**src/rtl/usb_cmd_pkg.sv**
```systemverilog
// Shared constants for the USB command-frame parser: FSM encodings,
// opcodes, error codes and the running-checksum helper.
package usb_cmd_pkg;

  typedef logic [2:0] state_t;

  localparam state_t ST_IDLE = 3'd0;
  localparam state_t ST_CMD  = 3'd1;
  localparam state_t ST_ADDR = 3'd2;
  localparam state_t ST_LEN  = 3'd3;
  localparam state_t ST_DATA = 3'd4;
  localparam state_t ST_CSUM = 3'd5;
  localparam state_t ST_DONE = 3'd6;

  localparam logic [7:0] OP_WRITE = 8'h01;

  typedef logic [1:0] err_code_t;

  localparam err_code_t ERR_CSUM = 2'd0;
  localparam err_code_t ERR_LEN  = 2'd1;
  localparam err_code_t ERR_OP   = 2'd2;
  localparam err_code_t ERR_TMO  = 2'd3;

  // Checksum is a plain 16-bit wrapping sum.
  function automatic logic [15:0] csum_add(input logic [15:0] acc, input logic [15:0] word);
    return acc + word;
  endfunction

endpackage

```
**src/rtl/usb_cmd_timeout.sv**
```systemverilog
// Mid-frame idle watchdog: reloaded on every accepted word, counts down
// while a frame is open and flags expiry at terminal count.
module usb_cmd_timeout #(
  parameter int TIMEOUT = 1023
) (
  input  logic clk_i,
  input  logic reset_i,
  input  logic run_i,
  input  logic clear_i,
  output logic expire_o
);

  localparam int CW = $clog2(TIMEOUT + 1);

  logic [CW-1:0] cnt_q;
  logic [CW-1:0] cnt_d;

  always_comb begin
    cnt_d = cnt_q;
    if (clear_i) begin
      cnt_d = CW'(TIMEOUT);
    end else if (run_i && (cnt_q != '0)) begin
      cnt_d = cnt_q - CW'(1);
    end
  end

  always_ff @(posedge clk_i) begin
    if (reset_i) begin
      cnt_q <= '0;
    end else begin
      cnt_q <= cnt_d;
    end
  end

  assign expire_o = run_i && (cnt_q == '0);

endmodule

```
**src/rtl/usb_cmd_parser.sv**
```systemverilog
// Parses SYNC/CMD/ADDR/LEN/payload/CSUM frames from the USB receive stream,
// streams payload into register writes and pulses done or err per frame.
//
// state | meaning
// IDLE  | hunting for SYNC_WORD, other words discarded
// CMD   | expecting command word (opcode in upper byte)
// ADDR  | expecting start address
// LEN   | expecting payload length
// DATA  | each word becomes one write, address auto-increments
// CSUM  | expecting checksum of CMD..last payload word
// DONE  | one-cycle good-frame pulse, input stalled
module usb_cmd_parser
  import usb_cmd_pkg::*;
#(
  parameter logic [15:0] SYNC_WORD = 16'hA55A,
  parameter int          ADDR_W    = 16,
  parameter int          MAX_LEN   = 256,
  parameter int          TIMEOUT   = 1023
) (
  input  logic              clk_i,
  input  logic              reset_i,
  input  logic [15:0]       s_data_i,
  input  logic              s_valid_i,
  output logic              s_ready_o,
  output logic              wr_en_o,
  output logic [ADDR_W-1:0] wr_addr_o,
  output logic [15:0]       wr_data_o,
  output logic              busy_o,
  output logic              frame_done_o,
  output logic              frame_err_o,
  output logic [1:0]        err_code_o
);

  localparam int          CNT_W     = $clog2(MAX_LEN + 1);
  localparam logic [15:0] MAX_LEN_W = 16'(MAX_LEN);

  state_t            state_q, state_d;
  logic [15:0]       csum_q, csum_d;
  logic [ADDR_W-1:0] addr_q, addr_d;
  logic [CNT_W-1:0]  cnt_q, cnt_d;
  logic              s_ready_q, s_ready_d;
  logic              wr_en_q, wr_en_d;
  logic [ADDR_W-1:0] wr_addr_q, wr_addr_d;
  logic [15:0]       wr_data_q, wr_data_d;
  logic              done_q, done_d;
  logic              err_q, err_d;
  err_code_t         err_code_q, err_code_d;

  logic beat;
  logic tmo_run;
  logic tmo_expire;

  assign beat    = s_valid_i && s_ready_q;
  assign tmo_run = (state_q != ST_IDLE) && (state_q != ST_DONE);

  usb_cmd_timeout #(
    .TIMEOUT(TIMEOUT)
  ) u_timeout (
    .clk_i   (clk_i),
    .reset_i (reset_i),
    .run_i   (tmo_run),
    .clear_i (beat),
    .expire_o(tmo_expire)
  );

  always_comb begin
    state_d    = state_q;
    csum_d     = csum_q;
    addr_d     = addr_q;
    cnt_d      = cnt_q;
    wr_en_d    = 1'b0;
    wr_addr_d  = wr_addr_q;
    wr_data_d  = wr_data_q;
    done_d     = 1'b0;
    err_d      = 1'b0;
    err_code_d = ERR_CSUM;

    case (state_q)
      ST_IDLE: begin
        if (beat && (s_data_i == SYNC_WORD)) begin
          state_d = ST_CMD;
          csum_d  = '0;
        end
      end
      ST_CMD: begin
        if (beat) begin
          csum_d = csum_add(csum_q, s_data_i);
          if (s_data_i[15:8] != OP_WRITE) begin
            state_d    = ST_IDLE;
            err_d      = 1'b1;
            err_code_d = ERR_OP;
          end else begin
            state_d = ST_ADDR;
          end
        end
      end
      ST_ADDR: begin
        if (beat) begin
          addr_d  = ADDR_W'(s_data_i);
          csum_d  = csum_add(csum_q, s_data_i);
          state_d = ST_LEN;
        end
      end
      ST_LEN: begin
        if (beat) begin
          if ((s_data_i == 16'h0000) || (s_data_i > MAX_LEN_W)) begin
            state_d    = ST_IDLE;
            err_d      = 1'b1;
            err_code_d = ERR_LEN;
          end else begin
            cnt_d   = CNT_W'(s_data_i);
            csum_d  = csum_add(csum_q, s_data_i);
            state_d = ST_DATA;
          end
        end
      end
      ST_DATA: begin
        if (beat) begin
          csum_d    = csum_add(csum_q, s_data_i);
          wr_en_d   = 1'b1;
          wr_addr_d = addr_q;
          wr_data_d = s_data_i;
          addr_d    = addr_q + ADDR_W'(1);
          cnt_d     = cnt_q - CNT_W'(1);
          if (cnt_q == CNT_W'(1)) begin
            state_d = ST_CSUM;
          end
        end
      end
      ST_CSUM: begin
        if (beat) begin
          if (s_data_i == csum_q) begin
            state_d = ST_DONE;
            done_d  = 1'b1;
          end else begin
            state_d    = ST_IDLE;
            err_d      = 1'b1;
            err_code_d = ERR_CSUM;
          end
        end
      end
      ST_DONE: begin
        state_d = ST_IDLE;
      end
      default: begin
        state_d = ST_IDLE;
      end
    endcase

    // A word accepted on the expiry cycle keeps the frame alive.
    if (tmo_expire && !beat) begin
      state_d    = ST_IDLE;
      err_d      = 1'b1;
      err_code_d = ERR_TMO;
    end

    s_ready_d = (state_d != ST_DONE);
  end

  always_ff @(posedge clk_i) begin
    if (reset_i) begin
      state_q    <= ST_IDLE;
      csum_q     <= '0;
      addr_q     <= '0;
      cnt_q      <= '0;
      s_ready_q  <= 1'b0;
      wr_en_q    <= 1'b0;
      wr_addr_q  <= '0;
      wr_data_q  <= '0;
      done_q     <= 1'b0;
      err_q      <= 1'b0;
      err_code_q <= ERR_CSUM;
    end else begin
      state_q    <= state_d;
      csum_q     <= csum_d;
      addr_q     <= addr_d;
      cnt_q      <= cnt_d;
      s_ready_q  <= s_ready_d;
      wr_en_q    <= wr_en_d;
      wr_addr_q  <= wr_addr_d;
      wr_data_q  <= wr_data_d;
      done_q     <= done_d;
      err_q      <= err_d;
      err_code_q <= err_code_d;
    end
  end

  assign s_ready_o    = s_ready_q;
  assign wr_en_o      = wr_en_q;
  assign wr_addr_o    = wr_addr_q;
  assign wr_data_o    = wr_data_q;
  assign busy_o       = (state_q != ST_IDLE);
  assign frame_done_o = done_q;
  assign frame_err_o  = err_q;
  assign err_code_o   = err_code_q;

endmodule

```
**config.mk**
```make
export PLATFORM = sky130hd
export DESIGN_NAME = usb_cmd_parser
export DESIGN_NICKNAME = d
export VERILOG_FILES = /design/src/rtl/usb_cmd_pkg.sv /design/src/rtl/usb_cmd_timeout.sv /design/src/rtl/usb_cmd_parser.sv
export SDC_FILE = /design/constraint.sdc
export NUM_CORES = 1
export LEC_CHECK = 0
export CAP_MARGIN = 40
export CORE_AREA = 2 2 109 111
export DETAILED_ROUTE_END_ITERATION = 12
export DIE_AREA = 0 0 111 113
export PLACE_DENSITY_LB_ADDON = 0.05
export SETUP_SLACK_MARGIN = 0.2
export SKIP_CTS_REPAIR_TIMING = 1
export SYNTH_ARGS = -nofsm -noshare
export SYNTH_HDL_FRONTEND = slang
export SYNTH_SLANG_ARGS = --single-unit
```
**constraint.sdc**
```tcl
create_clock -name clk_i -period 2.9 [get_ports clk_i]
set_input_delay 0.58 -clock clk_i [delete_from_list [all_inputs] [get_ports clk_i]]
set_output_delay 0.58 -clock clk_i [all_outputs]
set_load 0.1 [all_outputs]
```
---- Word-level counts from Yosys, hierarchy flattened ----
Index checks and enable logic that the tools add are counted.
Widths: inputs -> output; s select.
word-level totals
  bits in registers ....................... 92
  input bits .............................. 19
  output and inout bits ................... 39
  word-level logic and storage cells ...... 103
operators by class
  add/sub/neg operators ................... 4
  order comparisons ....................... 1
  reduce and logical (&&, ||, !) cells .... 24
  bitwise operators ....................... 3
  eq/ne operators ......................... 17
  multiplexer cells ....................... 42
operators with widths
  cell                   number
  $mux 16                6
  $pmux 16 s3            1
  $pmux 16 s2            1
  $mux 3                 10
  $mux 9                 3
  $mux 10                2
  $pmux 3 s6             1
  $pmux 9 s2             1
  $add 16x1->16 const B  1
  $add 16x16->16         1
  $eq 16x16->1           1
  $eq 16x16->1 const B   1
  $gt 16x9->1 const B    1
  $logic_not 16->1       1
  $mux 1                 11
  $logic_not 10->1       1
  $ne 2x2->1 const B     5
  $reduce_bool 10->1     1
  $sub 10x1->10 const B  1
  $eq 9x1->1 const B     1
  $sub 9x1->9 const B    1
  $mux 2                 4
  $ne 8x1->1 const B     1
  $eq 3x2->1 const B     2
  other kinds (19)       32

---- Longest topological paths before layout ----
  depth after elaboration ................. 7
  mapped depth ............................ 8
  gate-level depth less buffers ........... 8

---- By module ----
A second synthesis with hierarchy kept.
unflattened totals
  cells, all modules ...................... 647
  area, all modules ....................... 5009.8 µm²
modules (own cells, without submodules)
  module           times used  cells each  sequential area each (µm²)  area each (µm²)
  usb_cmd_parser   1           589         1641.6                      4460.5
  usb_cmd_timeout  1           58          200.2                       549.3

---- Worst setup path before layout ----
No wires, ideal clock.
  path kind ............................... reg-to-reg
  start point ............................. reg s_ready_q (netlist: s_ready_o)
  end point ............................... reg addr_q[7]
  slack ................................... 0.468 ns
  clock period less this slack ............ 2.432 ns
  setup time .............................. 0.128 ns
  path buffers ............................ 2
  stages on the path, launching flop included .. 9
  data arrival time ....................... 2.304 ns
  required time ........................... 2.772 ns
  cell sequence ........................... dfxtp_1 > nand2_1 > nor2_1 > and2_1 > clkbuf_1 > clkbuf_1 > nand2_1 > a22oi_1 > nor2_1
between the ends
  cells in the longest elaborated chain, start to end .. 3
  elaborated cells on any way between the ends .. 4
  those cells by class .................... eq/ne (2); reduce/logical (2)
RTL lines
  element                         RTL line               source
  start, declared                 usb_cmd_parser.sv:41   logic s_ready_q, s_ready_d;
  start signal, assigned          usb_cmd_parser.sv:178  s_ready_q <= s_ready_d;
  $logic_and 1x1->1 (*)           usb_cmd_parser.sv:53   assign beat = s_valid_i && s_ready_q;
  $ne 2x2->1 (no line)            --
  $reduce_and 3->1 (no line) (*)  --
  end signal, assigned            usb_cmd_parser.sv:176  addr_q <= addr_d;
  end, declared                   usb_cmd_parser.sv:39   logic [ADDR_W-1:0] addr_q, addr_d;
Mark *: on every way between the ends. The rest lies on a longest branch, timed or not.
A chain may end at the register's enable or synchronous reset.

---- Worst setup path in the final report ----
  start point ............................. in s_data_i[0]
  end point ............................... reg csum_q[15]
between the ends
  cells in the longest elaborated chain, start to end .. 4
  elaborated cells on any way between the ends .. 13
  those cells by class .................... add/sub (1); order compare (1); eq/ne (3); mux (4); reduce/logical (4)
RTL lines
  element                                                 RTL line               source
  start, declared                                         usb_cmd_parser.sv:22   input logic [15:0] s_data_i,
  $add 16x16->16 (tied with other cells)                  usb_cmd_pkg.sv:26      return acc + word;
  $mux 16 (tied with other cells)                         usb_cmd_parser.sv:106  if ((s_data_i == 16'h0000) || (s_data_i > MAX_LEN_W)) begin
  $mux 16 / $ne 2x2->1 (equally long branches)            --
  $pmux 16 s3 / $reduce_and 5->1 (equally long branches)  --
  end signal, assigned                                    usb_cmd_parser.sv:175  csum_q <= csum_d;
  end, declared                                           usb_cmd_parser.sv:38   logic [15:0] csum_q, csum_d;
Parallel ways exist; a longest one is shown, timed or not. The select of a mux whose other input is x is not followed.

==> flow_metrics.tcl <==
set metrics [dict create \
    drc 0 \
    drtIter0Drc 236 \
    viasPerCell 5.65 \
    dp_slack_ps -170 \
    grt_pass1_vias 4834 \
    die_x_um 111 \
    top_level_ports 58 \
    maxCapViolCount 0 \
    yosysTopAreaCell "dfxtp_1" \
    grt_usage_pct 23.5 \
    die_y_um 113 \
    yosys_warnings 0 \
    placed_cells 855 \
    nNetsFinal 762 \
    slowest_stage "or4_1" \
    netlist_top_cells_area "dfxtp_1 37%, a21oi_1 8.8%, nand2_1 7.6%" \
    final_area_um2 6360 \
    slew_headroom_pct 53.2 \
    synth_edf_count 0 \
    antenna_found_initial 0 \
    setup_viol 0 \
    n_antenna_cell 0 \
    p_per_area_nw_per_um2 431 \
    finalCritPeriodShare_pct 91.2 \
    vdd_drop_max_uv 348 \
    skew_ps 10.9 \
    grt_setup_unrepaired "yes" \
    grt_max_degree 54 \
    final_layout_size_suffix_gt1_share_pct 19.5 \
    cts_buffer_depth 2 \
    synth_area_um2 5020 \
    ys_dominant_reg_cell "dfxtp_1" \
    fillCellCount 1076 \
    grt_pass1_wl_um 23700 \
    slowest_delay_ps 620 \
    grt.overflow.total 0 \
    synth.top_cell.area_share_pct 36.7 \
    seqCellArea_um2 1840 \
    area_delta_synth_final_pct 26.6 \
    slew_viol_final 0 \
    fin_cells 871 \
    place.gp.congestion 0.889 \
    outcome "finished clean" \
    postPlaceCellArea_um2 6040 \
    syn_inst 632 \
    io_buffers 57 \
    ant_nets 0 \
    max_freq_ghz 0.378 \
    yosysMostFrequentCell "nand2_1" \
    leakagePower_nw 2.46 \
    multi_input_area_um2 2990 \
    ys_top_cells_by_count "102 x nand2_1, 92 x dfxtp_1, 88 x a21oi_1, 57 x nor2_1" \
    crit_fanout 15 \
    ys_ff_latch 92 \
    layout_setup_ws_ps 254 \
    startpoint_type "input port" \
    ctsHtreeMaxLevel 3 \
    core_um2 11300 \
    finalHoldViolCount 0 \
    syn_avg_cell_area_um2 7.95 \
    worstMarginPinSlew_ps 702 \
    root_buffer "clkbuf_16" \
    path_cells "clkdlybuf4s50_1, or4_1, o211ai_2, a31o_1, a21oi_4, buf_12, and3b_1, a211o_1" \
    cts_buffers 9 \
    total_power_mw 2.74 \
    arrival_ps 2880 \
    cp-end-kind "register" \
    timing.hold.ws_ps 455 \
    worstSetupPathType "in -> reg" \
    clock_sinks 92 \
    drtPass1Iterations 4 \
    clock_latency_ps 350 \
    die_area_um2 12500 \
    cts_tree "yes" \
    routedWlPerCell_um 16.3 \
    syn_nets 671 \
    hold_class "reg -> reg" \
    min_period_ps 2650 \
    cts.clk_slew.worst_paths_ps 60 \
    dpl.hpwl_um 10200 \
    cp.required_ps 3140 \
    wl_um 14200 \
    dr_total_vias 4919 \
    ys_types 71 \
    initial_core_util_pct 44.6 \
    async_flop_share_pct 0 \
    ys_seq_area_share_pct 36.7 \
    row_count 39 \
]
-- cells by family (layout without fill, tap and decap cells) --
family	count (synthesis)	count (layout)	share of synthesized area [%]
AO/OA/AOI/OAI	197	197	25.0
XOR/XNOR	22	22	3.98
adder cells (fa/ha/maj)	20	20	5.13
buffers and inverters	50	146	4.21
flip-flops	92	92	36.7
multiplexers	1	1	0.199
AND/OR/NAND/NOR	250	250	24.8
-- critical path, delay by kind of cell --
kind                   cells  cell delay [ps]
AOI/OAI and AO/OA          4              880
and+or+nand+nor            2              800
buffers and inverters      2              630
-- state kept, by name, indices dropped and copies added (netlist names) --
register and cells:
wr_addr_o 16, addr_q 16, s_ready_o 1, cnt_q 9, csum_q 16, wr_en_o 1
err_code_o 2, frame_err_o 1, wr_data_o 16, frame_done_o 1, state_q 3, u_timeout.cnt_q 10
-- stage by stage --
step	util [%]	setup TNS (ps)
global placement	53.6	-203
CTS	56.3	0
floorplan	-	0
global route	56.4	0
detailed placement	53.6	-578
finish	56.4	0
-- area by class of cell --
| cell class | instances | area share (%) |
|---|---|---|
| tap | 143 | 2.81 |
| timing repair buffer | 117 | 15.7 |
| clock inverter | 3 | 0.708 |
| sequential | 92 | 29.0 |
| multi-input combinational | 490 | 47.0 |
| inverter | 13 | 0.767 |
| clock buffer | 13 | 4.09 |
-- layer usage --
layer / vias up / wire length [µm] / GRT usage (%)
met2: 93 / 6830 / 38.9
met1: 2352 / 6450 / 30.1
met5: - / 0 / 0
li1: 2454 / - / -
met3: 20 / 642 / 4.28
met4: 0 / 305 / 11.1
-- power by group --
| group | total, mW | switching, mW | internal [mW] |
|---|---|---|---|
| Sequential | 1.28 | 0.00968 | 1.27 |
| Clock | 1.23 | 0.516 | 0.717 |
| Combinational | 0.229 | 0.128 | 0.100 |
-- worst paths after layout --
path / startpoint / end / slack (ps) / cells after the start
max: s_data_i[0] / csum_q[15] / 250 / 8
min: wr_data_o[2] / wr_data_o[2] / 450 / 2
max reg2reg: u_timeout.cnt_q[0] / u_timeout.cnt_q[7] / 520 / 8
min reg2reg: wr_data_o[2] / wr_data_o[2] / 450 / 2
-- placed cells by master, fill, tap and decap left out, drive strengths merged, types with 8 or more instances in the layout --
cell type,Yosys,layout
a211oi,8,8
a21oi,90,90
a22oi,14,14
buf,4,100
clkbuf,33,13
clkdlybuf4s50,0,16
dfxtp,92,92
ha,19,19
inv,13,13
nand2,102,102
nand3,12,12
nor2,57,57
nor3,11,11
nor4,11,11
o21ai,36,36
xnor2,17,17
Power figures use the tool's default switching activity.
